**src/rtl/float_to_fixed_serial.sv**
```systemverilog
// float_to_fixed_serial
// Converts an IEEE-754 single-precision operand into a 32-bit two's-complement
// fixed-point word. The caller chooses the number of fraction bits at runtime.
// The significand is aligned one bit per clock, so the block stays small.
//
// Ports:
//   clk          system clock, rising edge
//   rst          asynchronous active-low reset
//   in_valid     float_in / fixpointpos are valid
//   in_ready     block can accept an operand (IDLE only)
//   float_in     IEEE-754 single {s, e[7:0], m[22:0]}
//   fixpointpos  number of fraction bits in the result (0..31)
//   out_valid    fixed_out / overflow are valid
//   out_ready    consumer accepts the result
//   fixed_out    two's-complement fixed-point result
//   overflow     result saturated, or the input was Inf/NaN
module float_to_fixed_serial #(
    parameter int MAX_RSHIFT = 24
) (
    input  logic        clk,
    input  logic        rst,
    input  logic        in_valid,
    output logic        in_ready,
    input  logic [31:0] float_in,
    input  logic [4:0]  fixpointpos,
    output logic        out_valid,
    input  logic        out_ready,
    output logic [31:0] fixed_out,
    output logic        overflow
);

    localparam logic [2:0] S_IDLE  = 3'd0;
    localparam logic [2:0] S_CHECK = 3'd1;
    localparam logic [2:0] S_SHIFT = 3'd2;
    localparam logic [2:0] S_SIGN  = 3'd3;
    localparam logic [2:0] S_DONE  = 3'd4;

    localparam logic signed [9:0] LP_MAXR_S = 10'(MAX_RSHIFT);
    localparam logic [4:0]        LP_MAXR_N = 5'(MAX_RSHIFT);

    logic [2:0]  r_state;
    logic [31:0] r_float;
    logic [4:0]  r_fpp;
    logic [31:0] r_mag;
    logic [4:0]  r_n;
    logic        r_left;
    logic        r_sat;
    logic        r_exactMin;
    logic        r_sign;

    logic              w_s;
    logic [7:0]        w_exp;
    logic [22:0]       w_man;
    logic [23:0]       w_sig;
    logic signed [9:0] w_k;
    logic signed [9:0] w_negK;
    logic [4:0]        w_rshift;
    logic [31:0]       w_negMag;

    assign w_s   = r_float[31];
    assign w_exp = r_float[30:23];
    assign w_man = r_float[22:0];
    assign w_sig = {1'b1, w_man};

    // k = e - 150 + fixpointpos; 10 signed bits cover -150..136 so a large
    // fixpointpos with a large exponent can never wrap into a small shift.
    assign w_k    = $signed({2'b00, w_exp}) - 10'sd150 + $signed({5'b00000, r_fpp});
    assign w_negK = -w_k;

    // Right shifts of MAX_RSHIFT or more already produce zero, so cap the count.
    assign w_rshift = (w_negK >= LP_MAXR_S) ? LP_MAXR_N : w_negK[4:0];

    assign w_negMag = ~r_mag + 32'd1;

    assign in_ready = (r_state == S_IDLE);

    always_ff @(posedge clk or negedge rst) begin
        if (!rst) begin
            r_state    <= S_IDLE;
            r_float    <= '0;
            r_fpp      <= '0;
            r_mag      <= '0;
            r_n        <= '0;
            r_left     <= 1'b0;
            r_sat      <= 1'b0;
            r_exactMin <= 1'b0;
            r_sign     <= 1'b0;
            fixed_out  <= '0;
            out_valid  <= 1'b0;
            overflow   <= 1'b0;
        end else begin
            case (r_state)
                S_IDLE: begin
                    if (in_valid) begin
                        r_float <= float_in;
                        r_fpp   <= fixpointpos;
                        r_state <= S_CHECK;
                    end
                end

                S_CHECK: begin
                    r_sat      <= 1'b0;
                    r_exactMin <= 1'b0;
                    r_sign     <= w_s;
                    r_mag      <= {8'h00, w_sig};
                    r_n        <= '0;
                    r_left     <= 1'b0;
                    r_state    <= S_SIGN;
                    if (w_exp == 8'd0) begin
                        // Zero and denormals flush to zero.
                        r_mag <= '0;
                    end else if (w_exp == 8'hFF) begin
                        // NaN always saturates positive; Inf keeps its sign.
                        r_sat  <= 1'b1;
                        r_sign <= (w_man != '0) ? 1'b0 : w_s;
                    end else if (w_k >= 10'sd8) begin
                        // -2^31 is the one magnitude of 2^31 that is representable.
                        if (w_k == 10'sd8 && w_man == '0 && w_s)
                            r_exactMin <= 1'b1;
                        else
                            r_sat <= 1'b1;
                    end else if (w_k > 10'sd0) begin
                        r_n     <= w_k[4:0];
                        r_left  <= 1'b1;
                        r_state <= S_SHIFT;
                    end else if (w_k < 10'sd0) begin
                        r_n     <= w_rshift;
                        r_left  <= 1'b0;
                        r_state <= S_SHIFT;
                    end
                end

                S_SHIFT: begin
                    r_mag <= r_left ? {r_mag[30:0], 1'b0} : {1'b0, r_mag[31:1]};
                    r_n   <= r_n - 5'd1;
                    if (r_n == 5'd1)
                        r_state <= S_SIGN;
                end

                S_SIGN: begin
                    if (r_sat) begin
                        fixed_out <= r_sign ? 32'h8000_0000 : 32'h7FFF_FFFF;
                        overflow  <= 1'b1;
                    end else if (r_exactMin) begin
                        fixed_out <= 32'h8000_0000;
                        overflow  <= 1'b0;
                    end else begin
                        fixed_out <= r_sign ? w_negMag : r_mag;
                        overflow  <= 1'b0;
                    end
                    out_valid <= 1'b1;
                    r_state   <= S_DONE;
                end

                S_DONE: begin
                    if (out_ready) begin
                        out_valid <= 1'b0;
                        r_state   <= S_IDLE;
                    end
                end

                default: r_state <= S_IDLE;
            endcase
        end
    end

endmodule

```
**config.mk**
```make
export PLATFORM = sky130hd
export DESIGN_NAME = float_to_fixed_serial
export DESIGN_NICKNAME = d
export VERILOG_FILES = /design/src/rtl/float_to_fixed_serial.sv
export SDC_FILE = /design/constraint.sdc
export NUM_CORES = 1
export LEC_CHECK = 0
export ABC_AREA = 1
export CORE_ASPECT_RATIO = 0.7
export CORE_MARGIN = 4
export CORE_UTILIZATION = 61
export CTS_CLUSTER_DIAMETER = 200
export CTS_CLUSTER_SIZE = 16
export DETAILED_ROUTE_END_ITERATION = 7
export PLACE_DENSITY = 0.93
export SLEW_MARGIN = 0
export SYNTH_ARGS = -nofsm -noshare
export SYNTH_HDL_FRONTEND = slang
export SYNTH_SLANG_ARGS = --single-unit
```
**constraint.sdc**
```tcl
create_clock -name clk -period 7 [get_ports clk]
set_clock_uncertainty 0.2 [all_clocks]
set_input_delay 0.7 -clock clk [delete_from_list [all_inputs] [get_ports clk]]
set_output_delay 0.7 -clock clk [all_outputs]
set_load 0.005 [all_outputs]
```
Word-level counts from Yosys, hierarchy flattened. Cells that the tools add are included.

Add/subtract/negate cells: 5. $lt $le $gt $ge: 4. Equality and inequality tests: 10. Mux-type cells: 41. Bitwise logic cells: 1. Reduce and logical (&&, ||, !) cells: 11.

Operator list (count): 32-bit two-way mux (5); 32-bit case mux with 2 select lines (1); 32-bit by 1-bit adder with 32-bit output (second input constant) (1); 32-bit NOT (1); 5-bit two-way mux (6); 24-bit two-way mux (1); 23-bit zero test (1); 23-bit nonzero test (1); 1-bit two-way mux (22); 3-bit case mux with 5 select lines (1); 9-bit by 6-bit adder with 10-bit output (1); 10-bit by 5-bit equality test with 1-bit output (second input constant) (1); 10-bit by 5-bit >= comparator with 1-bit output (second input constant) (1); 10-bit by 6-bit >= comparator with 1-bit output (second input constant) (1); 10-bit by 1-bit greater-than comparator with 1-bit output (second input constant) (1); 10-bit by 1-bit less-than comparator with 1-bit output (second input constant) (1); 10-bit negator (1); 5-bit case mux with 2 select lines (1); 3-bit two-way mux (3); 8-bit by 8-bit subtractor with 9-bit output (second input constant) (1); 8-bit equality test (second input constant) (1); 8-bit zero test (1); 3-bit by 2-bit equality test with 1-bit output (second input constant) (2); 2-bit inequality test (second input constant) (3); 10 further kinds (13).

Register bits: 115. Bits of input ports: 41.

Longest topological paths before layout. Gate-level depths: netlist of the first run.

Depth in word-level cells: 11. Gate-level depth with buffers: 22. Mapped depth without buffers: 22.

Worst setup path before layout of the first run. Ideal clock, no wire load.

Kind: flip-flop to flip-flop. Start point: reg r_float[23]. End point: reg r_n[4]. Library setup time: 0.123 ns. Data arrival time: 2.338 ns. Slack: 4.338 ns. Stages on the path, launching flop included: 18. Path through: dfrtp_1 -> ha_1 -> fa_1 -> inv_1 -> ha_1 -> inv_1 -> nor2_2 -> nand3_1 -> nor2_1 -> nand2_1 -> nor2_1 -> nand2_2 -> nand2_1 -> nand3_1 -> nand2_1 -> nand2_1 -> nand2_1 -> a21oi_1.

Longest elaborated chain between the ends: 11. Elaborated cells between the ends (all ways): 16. Classes of those cells: 3 x add/sub; 4 x order compare; 1 x eq/ne; 7 x mux; 1 x reduce/logical.

RTL lines: from (decl) (line 42) `logic [31:0] r_float;`; from (signal assigned) (line 95) `r_float <= float_in;`; 8-bit by 8-bit subtractor with 9-bit output (line 67) `assign w_k = $signed({2'b00, w_exp}) - 10'sd150 + $signed({5'b00000, r_fpp});`; 9-bit by 6-bit adder with 10-bit output (line 67); 10-bit negator (line 68) `assign w_negK = -w_k;`; 10-bit by 6-bit >= comparator with 1-bit output (line 71) `assign w_rshift = (w_negK >= LP_MAXR_S) ? LP_MAXR_N : w_negK[4:0];`; 5-bit two-way mux (line 71); 5-bit two-way mux (line 126) `end else if (w_k < 10'sd0) begin`; 5-bit two-way mux (line 122) `end else if (w_k > 10'sd0) begin`; 5-bit two-way mux (line 116) `end else if (w_k >= 10'sd8) begin`; 5-bit two-way mux (line 112) `end else if (w_exp == 8'hFF) begin`; 5-bit two-way mux * (line 109) `if (w_exp == 8'd0) begin`; 5-bit case mux with 2 select lines * (line 92) `case (r_state)`; to (signal assigned) (line 123) `r_n <= w_k[4:0];`; to (signal assigned) (line 127) `r_n <= w_rshift;`; to (signal assigned) (line 135) `r_n <= r_n - 5'd1;`; to (decl) (line 45) `logic [4:0] r_n;`.

Every way passes the cells marked *; elsewhere a longest branch is shown, timed or not. A chain may end at the register's enable or synchronous reset.

Worst setup path in the final report of the first run. Ends and elaborated chain as after synthesis.

==> flow_summary.toml, run 1 <==
[timing]
hold_violations = 0
tightest_slew_ps = 1020
setup_viol = 0
fin_crit_sh_pct = 42.6
tns_ps = 0
setup_slack_ps = 4010
holdWs_ps = 19.3
fmax_ghz = 0.335
rsz0062_at_grt = "false"
max_slew_margin_pct = 31.9
post-route-min-period_ps = 2990
maxSlewViolCount = 0

[cts]
clk_pin_slew_worst_paths_ps = 50
h-tree-depth = 4
numCtsBuffers = 17
hold_buffers = 0
cts_root_buf = "clkbuf_16"
cts_buffer_depth = 2
cts_tree = "yes"
cts_num_sinks = 115
clock_latency_ps = 420
postCtsSetupBuffers = 0
ctsResizeCount = 0

[logic_synthesis]
synth_cell_type_count = 39
syn_area_mm2 = 0.00667
synth_top_area_cell = "dfrtp_1"
yosys_warnings = 0
syn-instance-count = 860
synth.avg_cell_area_um2 = 7.75
yosysSeqAreaShare_pct = 43.2
synth_seq_cells = 115
synth-edff-count = 0
synth.area.top_cells = "dfrtp_1 43%, nand2_1 9.5%, nor2_1 5.4%, a21oi_1 5.0%, nand3_1 4.7%"
synthTopCellsByCount = "169 x nand2_1, 115 x dfrtp_1, 96 x nor2_1"
synth_ff_type = "dfrtp_1"
ys_async_sr_fraction_pct = 100
synth.net_count = 914
synth.top_cell.area_share_pct = 43.2
synth.most_common_cell = "nand2_1"

[global_routing]
grt.total_usage_pct = 29.3
overflow = 0
grt_pass1_vias = 6050
grt_pass1_wl_um = 29600
antenna_found_initial = 0
gr-usage-met3_pct = 7.70
grt_max_degree = 85
gr-usage-met2_pct = 44.8
grtUsageMet1_pct = 40.0
top_usage_layer = "met2"

[floorplan]
die_h_um = 95.5
die_x_um = 133
core_mm2 = 0.0105
num_rows = 31
pin_count = 76
dieArea_mm2 = 0.0127
start_util_pct = 63.4

[setup_path]
path_class = "flip-flop to flip-flop"
cpPeakStageDelay_ps = 510
ff2ff_path_depth = 17
crit_slowest_cell = "fa_1"
worst_r2r_endpoint = "r_n[4]$_DFFE_PN0P_"
arrival_ps = 3070
rr_startpoint = "r_float[23]$_DFFE_PN0P_"
worstSetupStartpointType = "flip-flop"
crit_fanout = 4
cp_common_cell = "nand2_1"
worst_setup_path_end_kind = "flip-flop"
rrSetupSlack_ps = 4010
worst_ep_required_time_ps = 7090
cp_cell_sequence = "ha_1 -> fa_1 -> inv_1 -> ha_1 -> inv_1 -> nor2_2 -> nand3_1 -> nor2_1 -> nand2_1 -> nor2_1 -> nand2_2 -> nand2_1 -> nand3_1 -> nand2_1 -> nand2_1 -> nand2_1 -> a21oi_1"

[placed_design]
place_congestion = 0.954
dp_cells = 1052
numPortBuffers = 75
post-place-ws_ps = 4070
placed_cell_area_mm2 = 0.00752
dp_hpwl_um = 12100

[routing]
wire_per_inst_um = 16.9
drt_iter0_markers = 950
viasPerCell = 6.04
ant_nets = 0
dr.pass1.iters = 7
routed_wl_um = 18300
drc = 0
num_vias = 6540

[cells_and_area]
antenna_cells = 0
finish.instance_area_mm2 = 0.00809
layout-drive-gt1-share_pct = 11.5
postLayoutCoreUtil_pct = 77.0
nNetsFinal = 977
seq_area_mm2 = 0.00288
layout.cells.non_filler = 1082
syn_to_final_growth_pct = 21.4
multi_input_comb_area_mm2 = 0.00331
fillCellCount = 715

[pwr]
total_power_mw = 4.82
p_leak_nw = 3.75
p_per_area_mw_per_mm2 = 595
ir_worst_vdd_v = 0.000293

[job]
drv_cap = 0

[worst_hold_path]
hp-class = "primary input to asynchronous set/reset pin"

[status]
status = "finished clean"
## area by class of cell
class	instances	share of cell area, %
inverters	93	4.31
clock inverters	5	0.928
flip-flops and latches	115	35.6
multi-input cells	614	40.9
repair buffers	82	9.90
well taps	148	2.29
clock buffers	25	6.12
## logic make-up after synthesis
logic type	after synthesis	share of synthesized area (%)
DFF	115	43.2
buffers and inverters	131	7.49
AOI/OAI and AO/OA	184	16.5
xor gates and xnor gates	2	0.263
and+or+nand+nor	388	25.5
adders and majority gates	13	2.55
muxes	27	4.56
## metal layers
metal  share of wire [%]  up-vias  routed length, um
met5                   0        -                  0
met4                 3.1        0                572
met3                  11       74               2020
met2                  44      452               8130
met1                  41     2986               7600
li1                    -     3028                  -
## state kept, by name, indices dropped and copies added, names as in the netlist
name and count:
r_n 5, r_fpp 5, r_exactMin 1, overflow 1
r_left 1, r_float 32, r_sat 1, r_sign 1
fixed_out 32, out_valid 1, r_mag 32, r_state 3
## cell usage in the layout, fill, tap and decap left out, types with 12 or more instances in the layout
cell / netlist / routed
mux2_2: 27 / 27
ha_1: 12 / 12
nand3_1: 63 / 63
nand2_1: 169 / 168
nand2_2: 14 / 15
inv_1: 79 / 79
a21oi_1: 66 / 65
clkbuf_16: 0 / 17
dfrtp_1: 115 / 115
o211ai_1: 23 / 23
clkdlybuf4s50_1: 0 / 74
nor2_1: 96 / 96
o21ai_0: 45 / 45
o221ai_1: 23 / 23
## where the power goes
| part | internal (mW) | total, mW | switching [mW] |
|---|---|---|---|
| sequential | 0.995 | 1.31 | 0.315 |
| combinational | 1.00 | 2.66 | 1.66 |
| clock | 0.555 | 0.844 | 0.289 |
## worst max-delay path by stage
| stage | from | to | slack [ps] | cells after the start |
|---|---|---|---|---|
| finish | r_float[23]$_DFFE_PN0P_ | r_n[4]$_DFFE_PN0P_ | 4010 | 17 |
| global route | r_float[23]$_DFFE_PN0P_ | r_n[4]$_DFFE_PN0P_ | 3760 | 17 |
| CTS | r_float[23]$_DFFE_PN0P_ | r_n[4]$_DFFE_PN0P_ | 4020 | 17 |
| detailed placement | r_float[23]$_DFFE_PN0P_ | r_n[4]$_DFFE_PN0P_ | 4070 | 17 |
| global placement | r_float[23]$_DFFE_PN0P_ | r_n[4]$_DFFE_PN0P_ | 4200 | 17 |
| floorplan | r_float[23]$_DFFE_PN0P_ | r_n[4]$_DFFE_PN0P_ | 4340 | 17 |
## worst max-delay path, delay by kind of cell, from the launching register on
| kind | cells | cell delay (ps) |
|---|---|---|
| adders and majority gates | 3 | 940 |
| DFF | 1 | 410 |
| and+or+nand+nor | 11 | 1060 |
| buffers and inverters | 2 | 170 |
| AOI/OAI and AO/OA | 1 | 70 |
(Power assumes the default switching activity.)
==> inputs of run 2 (changes only) <==
- CORE_UTILIZATION: 61 -> 51
- PLACE_DENSITY: 0.93 -> 0.83
- clock period: 7 -> 2.6 ns (I/O delays scaled with it)
==> flow_summary.toml, run 2 (synthesis gave the netlist of run 1 again) <==
[cts]
clk_pin_slew_worst_paths_ps = 60
clock_latency_ps = 420
cts_num_sinks = 115
h-tree-depth = 4
numCtsBuffers = 17
cts_root_buf = "clkbuf_16"
cts_tree = "yes"
cts_buffer_depth = 2

[cells_and_area]
syn_to_final_growth_pct = 31.0
seq_area_mm2 = 0.00288
postLayoutCoreUtil_pct = 69.4
largestRegisters = "fixed_out x32, r_float x32, r_mag x32"
fillCellCount = 953
final_cell_mix = "158 x nand2_1, 113 x dfrtp_1, 93 x nor2_1"
final_common_cell = "nand2_1"
antenna_cells = 0
layout-drive-gt1-share_pct = 19.4
multi_input_comb_area_mm2 = 0.00350
finish.instance_area_mm2 = 0.00873
nNetsFinal = 1018

[global_routing]
grt_max_degree = 69
antenna_found_initial = 0
overflow = 0
grt_pass1_wl_um = 28800
grt_pass1_vias = 5905
grt.total_usage_pct = 23.7

[setup_path]
crit_family = "simple AND/OR/NAND/NOR gates"
worst_ep_required_time_ps = 2750
crit_slowest_cell = "dfrtp_2"
worstSetupStartpointType = "flip-flop"
cp_cell_sequence = "nand2_2 -> nand2_4 -> xor2_2 -> ha_1 -> nand2_1 -> nor2_1 -> nand2_1 -> nand3_2 -> nand2_2 -> nor2_1 -> nand2_1 -> nand2_2 -> nand3_2 -> o21ai_2 -> nand3_2 -> nor2_1 -> nand2_1 -> nand2_1"
path_class = "flip-flop to flip-flop"
arrival_ps = 2940
worst_setup_path_end_kind = "flip-flop"
cpPeakStageDelay_ps = 440
cp_common_cell = "nand2_1"
crit_fanout = 4
worst-path-buf-inv = 0
rrSetupSlack_ps = -190

[timing]
max_slew_margin_pct = 58.0
maxSlewViolCount = 0
fin_crit_sh_pct = 107
post-route-min-period_ps = 2790
tns_ps = -1140
hold_violations = 0
tightest_slew_ps = 626
holdWs_ps = 64.6
fmax_ghz = 0.359
setup_viol = 8
setup_slack_ps = -189
rsz0062_at_grt = "true"

[pwr]
total_power_mw = 14.5
p_per_area_mw_per_mm2 = 1670
ir_worst_vdd_v = 0.000835
p_leak_nw = 4.01

[routing]
routed_wl_um = 18000
viasPerCell = 5.78
ant_nets = 0
top_layer = "met4"
num_vias = 6578
dr.pass1.iters = 5
drc = 0
drt_iter0_markers = 724
wl_met2_um = 7910
wire_per_inst_um = 15.8
route.met3.wl_um = 1430
m1WireLength_um = 8330

[placed_design]
placed_cell_area_mm2 = 0.00780
numPortBuffers = 75
dp_hpwl_um = 12000
place_congestion = 0.902

[worst_hold_path]
hp-class = "primary input to asynchronous set/reset pin"

[floorplan]
num_rows = 34
die_h_um = 104
dieArea_mm2 = 0.0150
die_x_um = 145
core_mm2 = 0.0126
start_util_pct = 52.9
pin_count = 76

[status]
status = "finished, violations left"
violations = "setup timing"

[job]
drv_cap = 0
==> run 2: cell types whose count changed in the layout (fill, tap and decap cells not counted), sizes merged <==
cell / before / now
dlygate4sd3: 0 / 1
bufinv: 2 / 5
inv: 90 / 91
clkinvlp: 0 / 4
buf: 8 / 48
clkbuf: 25 / 19
==> run 2: worst paths after layout <==
kind / from / end / cells after the start
worst max register to register: r_float[24]$_DFFE_PN0P_ / r_n[1]$_DFFE_PN0P_ / 18
min in group clk: float_in[28] / r_float[28]$_DFFE_PN0P_ / 3
worst max-delay path: r_float[24]$_DFFE_PN0P_ / r_n[1]$_DFFE_PN0P_ / 18
worst min-delay path: rst / out_valid$_DFFE_PN0P_ / 2
max in group asynchronous: rst / fixed_out[14]$_DFFE_PN0P_ / 3
worst min register to register: overflow$_DFFE_PN0P_ / overflow$_DFFE_PN0P_ / 2
==> run 2: routing by layer <==
layer,track usage (%),vias up
li1,-,3123
met1,35.8,3087
met2,34.1,336
met3,5.44,32
met4,6.46,0
met5,0,-
==> run 2: what timing repair did <==
action / 4_1_cts / 5_1_grt
gates resized for setup: 14 / 36
hold buffers: 1 / 0
buffers inserted: 4 / 6
pin swaps: 9 / 24
endpoints found under the setup margin: 10 / 14
endpoints found under the hold margin: 115 / 0
==> run 2: area by class of cell <==
class | instances | area share, %
clock buffer | 19 | 5.07
clock inverter | 13 | 2.38
inverter | 93 | 4.00
multi-input combinational | 614 | 40.1
sequential | 115 | 33.0
tap | 162 | 2.32
timing repair buffer | 123 | 13.2
==> run 2: report_power, final <==
part	switching (mW)	total [mW]	internal (mW)
clock network	0.855	2.58	1.72
registers	0.778	3.46	2.68
logic	4.92	8.51	3.58
total	6.56	14.5	7.99
==> run 2: per-stage QoR <==
stage / setup WS, ps / cells
2_1_floorplan: -10.2 / 860
3_3_place_gp: -113 / 1096
3_5_place_dp: -228 / 1096
4_1_cts: -175 / 1133
5_1_grt: -316 / 1139
6_report: -189 / 1139
==> inputs of run 3 (changes only) <==
- CORE_UTILIZATION: 51 -> 57
- HOLD_SLACK_MARGIN: default -> 0.1
- PLACE_DENSITY: 0.83 -> 0.88
- clock period: 2.6 -> 2.8 ns (I/O delays scaled with it)
==> flow_summary.toml, run 3 (synthesis gave the netlist of run 1 again) <==
[floorplan]
core_mm2 = 0.0112
pin_count = 76
num_rows = 32
die_x_um = 137
die_h_um = 98.5
dieArea_mm2 = 0.0135
start_util_pct = 59.5

[setup_path]
path_class = "flip-flop to flip-flop"
worst-path-buf-inv = 1
crit_fanout = 6
worst_setup_path_end_kind = "flip-flop"
crit_slowest_cell = "dfrtp_2"
arrival_ps = 3070
cp_cell_sequence = "ha_4 -> inv_1 -> nand2_2 -> nand2_2 -> ha_4 -> nand2_2 -> nor2_2 -> nand2_2 -> nand3_4 -> nand2_4 -> nor2_4 -> nand2_4 -> nand2_4 -> nand3_4 -> nor2_4 -> nor2_2 -> nor2_2 -> nand2_1 -> a21oi_2"
cpPeakStageDelay_ps = 430
cp_common_cell = "nand2_2"
crit_family = "simple AND/OR/NAND/NOR gates"
worstSetupStartpointType = "flip-flop"
worst_ep_required_time_ps = 2940

[timing]
fmax_ghz = 0.341
max_slew_margin_pct = 49.9
post-route-min-period_ps = 2930
fin_crit_sh_pct = 105
tightest_slew_ps = 745
hold_violations = 0
rsz0062_at_grt = "true"
setup_viol = 6
maxSlewViolCount = 0
setup_slack_ps = -132

[cts]
cts_num_sinks = 115
cts_tree = "yes"
cts_buffer_depth = 2
clock_latency_ps = 420
clk_pin_slew_worst_paths_ps = 60
cts_root_buf = "clkbuf_16"
numCtsBuffers = 17
h-tree-depth = 4

[cells_and_area]
finish.instance_area_mm2 = 0.00867
syn_to_final_growth_pct = 30.0
layout-drive-gt1-share_pct = 19.7
final_cell_mix = "153 x nand2_1, 113 x dfrtp_1, 89 x nor2_1"
largestRegisters = "fixed_out x32, r_float x32, r_mag x32"
final_common_cell = "nand2_1"
antenna_cells = 0
postLayoutCoreUtil_pct = 77.3
nNetsFinal = 1001
fillCellCount = 699

[routing]
dr.pass1.iters = 8
num_vias = 7053
ant_nets = 0
wire_per_inst_um = 18.7
drc = 25
drt_iter0_markers = 1160
viasPerCell = 6.34
routed_wl_um = 20800

[placed_design]
place_congestion = 0.945
numPortBuffers = 75
post-place-ws_ps = -52.0
placed_cell_area_mm2 = 0.00762
dp_hpwl_um = 12200

[global_routing]
overflow = 0
grt_pass1_vias = 6053
grt_pass1_wl_um = 30000
grt_max_degree = 56
antenna_found_initial = 0
grt.total_usage_pct = 27.8

[worst_hold_path]
hp-class = "primary input to flip-flop"

[status]
status = "finished, violations left"
violations = "DRC, setup timing"

[job]
drv_cap = 0
## run 3: cell types whose count changed in the layout (fill, tap and decap cells not counted), moves of 3 or more
cell / before / now
nand2_1: 158 / 153
buf_4: 45 / 30
nor2_1: 93 / 89
o21ai_0: 42 / 45
nand2_4: 2 / 9
o21ai_1: 13 / 6
## run 3: timing repair
item / 4_1_cts / 5_1_grt
setup endpoints to repair: 7 / 8
hold buffers: 1 / 0
pin swaps: 1 / 27
endpoints found under the hold margin: 51 / 0
gates resized for setup: 8 / 70
buffers inserted: 2 / 10
## run 3: metal layers
layer	wire (um)	vias to the layer above	track usage (%)	share of wire [%]
met4	1020	0	8.97	4.9
met3	2350	129	6.94	11
met5	0	-	0	0
met1	8170	3293	40.3	39
met2	9260	549	41.1	45
li1	-	3082	-	-
## run 3: final timing paths
path,start,to,slack [ps],cells past startpoint
worst max-delay path,r_float[25]$_DFFE_PN0P_,r_n[4]$_DFFE_PN0P_,-130,19
worst min-delay path,float_in[4],r_float[4]$_DFFE_PN0P_,240,3
worst max register to register,r_float[25]$_DFFE_PN0P_,r_n[4]$_DFFE_PN0P_,-130,19
worst min register to register,out_valid$_DFFE_PN0P_,out_valid$_DFFE_PN0P_,280,1
max in group asynchronous,rst,r_mag[10]$_DFFE_PN0P_,1330,3
min in group asynchronous,rst,out_valid$_DFFE_PN0P_,250,2
## run 3: through the flow
stage	hold slack, ps	TNS (ps)	cells
after global placement	176	0	1068
after global routing	240	-1490	1113
after floorplan	-216	0	860
after CTS	240	0	1103
after detailed placement	183	-191	1068
final	239	-455	1113
## run 3: area by class of cell
cell class                 count  area [um^2]  share of cell area [%]
clock inverter                13          184                    2.12
sequential                   115         2880                    33.2
inverter                      93          349                    4.03
timing repair buffer         106          996                    11.5
clock buffer                  19          443                    5.11
multi-input combinational    614         3620                    41.8
tap                          153          191                    2.21
## run 3: worst min-delay path, delay by kind of cell
family | cells | cell delay [ps]
and+or+nand+nor | 1 | 100
buffers and inverters | 1 | 400
AOI/OAI and AO/OA | 1 | 50
Power of run 3 is not shown: default switching activity piles up to over one toggle a cycle in this logic, so the estimate is an artifact.
